[src/rtl/s10_mem_packet_writer.sv]
// Packet-buffer write front end: stores a sop/eop word stream into a RAM write port and publishes a commit pointer.
// Latency: RAM write 1 cycle after the accepted beat; commit_pointer/packet_committed 2 cycles after the eop beat.
// Backpressure: in_ready drops while the buffer is full (except while discarding an oversize packet); it never depends on in_valid.
module s10_mem_packet_writer #(
    parameter int CAPACITY      = 16,
    parameter int DATA_WIDTH    = 32,
    parameter int ADDRESS_WIDTH = $clog2(CAPACITY)
) (
    input  logic                     write_clk,
    input  logic                     write_reset,
    input  logic                     in_valid,
    output logic                     in_ready,
    input  logic [DATA_WIDTH-1:0]    in_data,
    input  logic                     in_sop,
    input  logic                     in_eop,
    input  logic                     in_error,
    output logic                     write_enable,
    output logic [ADDRESS_WIDTH-1:0] write_pointer,
    output logic [DATA_WIDTH-1:0]    write_data,
    input  logic [ADDRESS_WIDTH:0]   read_done_pointer,
    output logic [ADDRESS_WIDTH:0]   commit_pointer,
    output logic                     packet_committed,
    output logic                     packet_dropped,
    output logic                     packet_oversize
);

    typedef enum logic [1:0] {
        IDLE  = 2'd0,
        WRITE = 2'd1,
        DROP  = 2'd2
    } state_t;

    localparam logic [ADDRESS_WIDTH:0] CAP_PTR = (ADDRESS_WIDTH + 1)'(CAPACITY);

    state_t                   state;
    logic [ADDRESS_WIDTH:0]   spec_ptr;      // speculative pointer: next free slot of the packet being written
    logic [ADDRESS_WIDTH:0]   pend_ptr;      // commit value waiting for the RAM to capture the eop word
    logic                     pend_vld;

    logic [ADDRESS_WIDTH:0]   commit_eff;    // commit pointer including a commit still in flight
    logic [ADDRESS_WIDTH:0]   occupancy;
    logic                     full;
    logic                     beat;
    logic                     store;
    logic                     restart;
    logic                     oversize;
    logic [ADDRESS_WIDTH:0]   store_ptr;
    logic [ADDRESS_WIDTH:0]   after_ptr;

    // Rewinds must land on the newest commit, even one that has not reached commit_pointer yet.
    assign commit_eff = pend_vld ? pend_ptr : commit_pointer;

    // Wrap-bit arithmetic: the subtraction wraps modulo 2^(ADDRESS_WIDTH+1), so full and empty stay distinct.
    assign occupancy = spec_ptr - read_done_pointer;
    assign full      = (occupancy == CAP_PTR);

    // Discarding beats never consumes space, so DROP keeps accepting even if the pointers look full.
    assign in_ready  = !write_reset && ((state == DROP) || !full);
    assign beat      = in_valid && in_ready;

    // A packet that alone fills the whole buffer can never complete; give up on it.
    assign oversize  = (state == WRITE) && full && (commit_eff == read_done_pointer);

    // Words are stored when they open a packet or continue one; stray beats outside a packet are ignored.
    assign store     = beat && (in_sop || (state == WRITE));
    assign restart   = beat && in_sop && (state == WRITE);

    // A sop always starts at the committed boundary, which also rewinds an interrupted packet.
    assign store_ptr = in_sop ? commit_eff : spec_ptr;
    assign after_ptr = store_ptr + 1'b1;

    // Packet FSM plus all registered outputs: RAM write port, pointers and status pulses.
    always_ff @(posedge write_clk) begin
        if (write_reset) begin
            state            <= IDLE;
            spec_ptr         <= '0;
            pend_ptr         <= '0;
            pend_vld         <= 1'b0;
            commit_pointer   <= '0;
            write_enable     <= 1'b0;
            write_pointer    <= '0;
            write_data       <= '0;
            packet_committed <= 1'b0;
            packet_dropped   <= 1'b0;
            packet_oversize  <= 1'b0;
        end else begin
            write_enable     <= 1'b0;
            packet_dropped   <= 1'b0;
            packet_oversize  <= 1'b0;

            // Second stage of a commit: publish it on the edge the RAM takes the eop word.
            packet_committed <= pend_vld;
            pend_vld         <= 1'b0;
            if (pend_vld) begin
                commit_pointer <= pend_ptr;
            end

            if (oversize) begin
                spec_ptr        <= commit_eff;
                packet_oversize <= 1'b1;
                state           <= DROP;
            end else if (store) begin
                write_enable  <= 1'b1;
                write_pointer <= store_ptr[ADDRESS_WIDTH-1:0];
                write_data    <= in_data;
                if (restart) begin
                    packet_dropped <= 1'b1;
                end
                if (in_eop) begin
                    state <= IDLE;
                    if (in_error) begin
                        // Bad packet: its words stay in RAM but are invisible and get overwritten.
                        spec_ptr       <= commit_eff;
                        packet_dropped <= 1'b1;
                    end else begin
                        spec_ptr <= after_ptr;
                        pend_ptr <= after_ptr;
                        pend_vld <= 1'b1;
                    end
                end else begin
                    spec_ptr <= after_ptr;
                    state    <= WRITE;
                end
            end else if (beat && in_eop && (state == DROP)) begin
                state <= IDLE;
            end
        end
    end

endmodule

[config.mk]
export PLATFORM = sky130hd
export DESIGN_NAME = s10_mem_packet_writer
export DESIGN_NICKNAME = d
export VERILOG_FILES = /design/src/rtl/s10_mem_packet_writer.sv
export SDC_FILE = /design/constraint.sdc
export NUM_CORES = 1
export LEC_CHECK = 0
export CAP_MARGIN = 10
export CORE_ASPECT_RATIO = 1.25
export CORE_UTILIZATION = 45
export CTS_CLUSTER_DIAMETER = 100
export DETAILED_ROUTE_END_ITERATION = 6
export HOLD_SLACK_MARGIN = 0.03
export PLACE_DENSITY_LB_ADDON = 0.12
export SYNTH_ARGS = -nofsm -noshare
export SYNTH_HDL_FRONTEND = slang
export SYNTH_SLANG_ARGS = --single-unit
[constraint.sdc]
create_clock -name write_clk -period 2.8 [get_ports write_clk]
set_input_delay 0.7 -clock write_clk [delete_from_list [all_inputs] [get_ports write_clk]]
set_output_delay 0.7 -clock write_clk [all_outputs]
set_load 0.05 [all_outputs]
==> implementation parameters <==
Parameter                              Value

Status
  Status ... complete, no violations

Timing
  Shortest period the worst path allows ... 2.76 ns
  Count of endpoints failing hold in the final timing report ... 0
  Transition time at the pin with the least slew margin ... 0.585 ns
  Share of the cycle needed by the critical path after routing ... 98.6%
  Remaining max-slew budget at the tightest pin ... 61.0%
  Worst clock skew on the final layout ... 0.00469 ns
  Final-report setup violation count ... 0
  Unrepaired setup endpoints after global routing ... true
  Max Slew Vio Count ... 0
  Upper clock frequency limit ... 0.362 GHz

Critical path
  Worst setup path category ... input port to primary output
  Cell-by-cell trace of the critical path ... dlygate4sd2_1 -> inv_1 -> ha_2 -> nor3b_2 -> xnor2_1 -> nor4_2 -> buf_4 -> a21oi_2 -> buf_6
  Crit start category ... input port
  Data arrival time of the critical path ... 2.06 ns
  Capturing element type of the critical path ... primary output
  Kind of cell with the highest combined delay on the critical path ... buffers and inverters
  Maximum cell stage delay along the critical path ... 0.21 ns
  Required time of the worst setup path ... 2.10 ns
  Worst-path cell with the longest stage delay ... dlygate4sd2_1
  Peak fanout along the critical path ... 2
  Bufs and invs on worst path ... 4

Logic synthesis
  Syn Nets ... 351
  Share of synthesized area occupied by flip-flops and latches ... 46.2%
  Post-synthesis instance total ... 303
  Top-count cell post-synth ... nand2_1
  Share of Yosys cell area claimed by the top area cell type ... 46.2%
  Synth cell types ... 38
  Commonest cells in the netlist ... nand2_1, dfxtp_1, a21oi_1, nor2_1, xnor2_1
  Largest area contributor in the netlist ... dfxtp_1
  Post-Syn Area ... 0.00251 mm2
  Leading cell types by total area after synthesis ... dfxtp_1, nand2_1, a21oi_1, nor2_1, xnor2_1
  Count of yosys warnings during synthesis ... 0
  Number of flops mapped to enable cells by yosys ... 0
  Synthesized area per cell ... 8.29 um2
  Synth Register Bits ... 58
  Most used flip-flop cell after synthesis ... dfxtp_1
  Async SR Flop Fraction ... 0%

Finish
  End-of-flow core utilization ... 69.8%
  ANT cells ... 0
  Fraction of layout instances using a drive strength above 1 ... 14.8%
  Number of fill cells in the layout ... 481
  Number of nets in the layout ... 455
  Growth of design area from synthesis to finish ... 50.2%
  Final instance count without filler cells ... 476

Detailed routing
  Number of DRC violations after detailed routing ... 0
  Wire length per cell ... 13.0 um
  Remaining number of nets flagged by the antenna check after routing ... 0
  Detailed Route WL ... 6200 um
  Number of design-rule violations left by the first detailed-router iteration ... 146
  Total number of vias ... 2378
  Iteration count of the initial detailed-routing pass ... 4
  Per-cell via count in the routed design ... 5.00

GRT
  Pin count of the biggest net entering global routing ... 56
  Overall overflow remaining after global route ... 0
  Global-route wire length before repair ... 9440 um
  GRT Total Usage ... 22.1%
  Initial antenna violation count ... 0
  Vias in the first global route ... 2131

CTS
  Clock buffer depth ... 2
  Cell at the root of the clock tree ... clkbuf_8
  Number of levels in the clock H-tree ... 3
  Cts bufs inserted ... 9
  Clk pin slew, worst setup/hold paths ... 0.06 ns
  Worst skew pair latency ... 0.33 ns
  Number of clock sinks ... 58
  TritonCTS clock tree ... built

Floorplan
  Chip Width ... 68.8 um
  Die height ... 85.5 um
  Area of the die ... 0.00589 mm2
  Num ports ... 89
  Rows ... 30
  Core outline area ... 0.00541 mm2
  Initial standard-cell utilization of the core ... 46.5%

Place
  GPL Wtd Cong ... 0.807
  Total half-perimeter wirelength after legalization and detailed placement ... 4240 um
  Placed Cells incl. Taps ... 458
  PortBufs ... 88

Flow run
  Max-Cap Viols ... 0

Pwr
  Pwr Total ... 1960 uW
  Standby leakage power ... 0.00141 uW
  VDD IR max ... 343 uV
  Power per cell area ... 519 mW/mm2

Worst hold path
  Path class of the lowest-slack min-delay path ... register to register
-- stage by stage --
stage,hold slack [ns],worst slack (ns),setup TNS [ns],cell area [um2]
after floorplan,0.449,0.167,0,2520
after detailed placement,0.446,-0.424,-15.43,3510
final,0.453,0.0396,0,3770
after global placement,0.441,-0.354,-12.09,3510
after global routing,0.472,-0.00230,-0.00230,3770
after CTS,0.455,0.0186,0,3760
-- state kept, by name, summed over array words and instances, names as in the netlist --
register	count
write_enable	1
commit_pointer	5
spec_ptr	5
packet_oversize	1
write_data	32
write_pointer	4
state	2
pend_vld	1
packet_dropped	1
packet_committed	1
pend_ptr	5
-- worst reg2reg max path: cells and delay by family, from the launching register on --
| kind | cells | cell delay, ns |
|---|---|---|
| buf+inv | 4 | 0.55 |
| xor+xnor | 1 | 0.24 |
| flops | 1 | 0.37 |
| compound gates | 1 | 0.37 |
| simple gates | 4 | 0.43 |
| fa+ha+maj | 1 | 0.18 |
| mux | 1 | 0.20 |
-- where the power goes --
part           internal [uW]  switching (uW)  total [uW]
Combinational            149             180         329
Sequential               850            13.2         863
Clock                    459             309         768
Total                   1460             502        1960
-- final cells by class --
cell class,instances,area [um2],area share (%)
sequential,58,1160,30.8
multi-input combinational,222,1270,33.6
timing repair buffer,110,1040,27.7
clock inverter,2,35.0,0.928
clock buffer,14,163,4.31
tap,64,80.1,2.12
inverter,6,22.5,0.597
-- final timing paths --
check / startpoint / endpoint / slack, ns / cells past startpoint
setup / recovery: read_done_pointer[1] / in_ready / 0.04 / 9
hold / removal: write_data[11] / write_data[11] / 0.45 / 2
setup reg to reg: spec_ptr[0] / pend_ptr[1] / 0.33 / 12
hold reg to reg: write_data[11] / write_data[11] / 0.45 / 2
-- layout by cell type (no fill, tap or decap), types with 2 or more instances in the layout --
cell type | Yosys | final
nand2_1 | 83 | 83
clkdlybuf4s50_1 | 0 | 81
dfxtp_1 | 58 | 58
a21oi_1 | 49 | 48
nor2_1 | 26 | 25
buf_4 | 1 | 21
clkbuf_8 | 0 | 11
xnor2_1 | 10 | 9
mux2i_1 | 7 | 7
inv_1 | 5 | 4
nand3_1 | 4 | 4
a211oi_1 | 4 | 4
dlygate4sd2_1 | 0 | 4
nand2b_1 | 3 | 3
o21ai_0 | 3 | 3
ha_2 | 0 | 3
clkbuf_1 | 7 | 3
mux2i_2 | 2 | 2
inv_2 | 1 | 2
nor2_4 | 1 | 2
nor4_2 | 2 | 2
nor2b_1 | 3 | 2
and2_1 | 2 | 2
xor2_1 | 3 | 2
-- cell families after synthesis --
| logic type | share of synthesized area, % |
|---|---|
| AND/OR/NAND/NOR | 22.6 |
| AO/OA/AOI/OAI | 14.1 |
| flip-flops | 46.2 |
| buffers and inverters | 5.78 |
| XOR/XNOR | 4.53 |
| multiplexers | 4.33 |
| adder cells (fa/ha/maj) | 2.49 |
-- metal layers --
| layer | vias up | part of all wire, % | track usage, % | wire length (um) |
|---|---|---|---|---|
| met1 | 1067 | 41 | 24.5 | 2520 |
| li1 | 1210 | - | - | - |
| met3 | 12 | 7.6 | 5.72 | 468 |
| met5 | - | 0 | 0 | 0 |
| met2 | 89 | 49 | 36.8 | 3060 |
| met4 | 0 | 2.5 | 13.2 | 153 |
-- timing repair --
action / in CTS / in global routing
pin swaps: 8 / 1
hold buffers: 0 / 0
gates resized for setup: 16 / 4
endpoints found under the setup margin: 9 / 4
gates cloned: 0 / 0
setup buffers: 2 / 0
No activity file was read; power rests on OpenSTA's default activity.
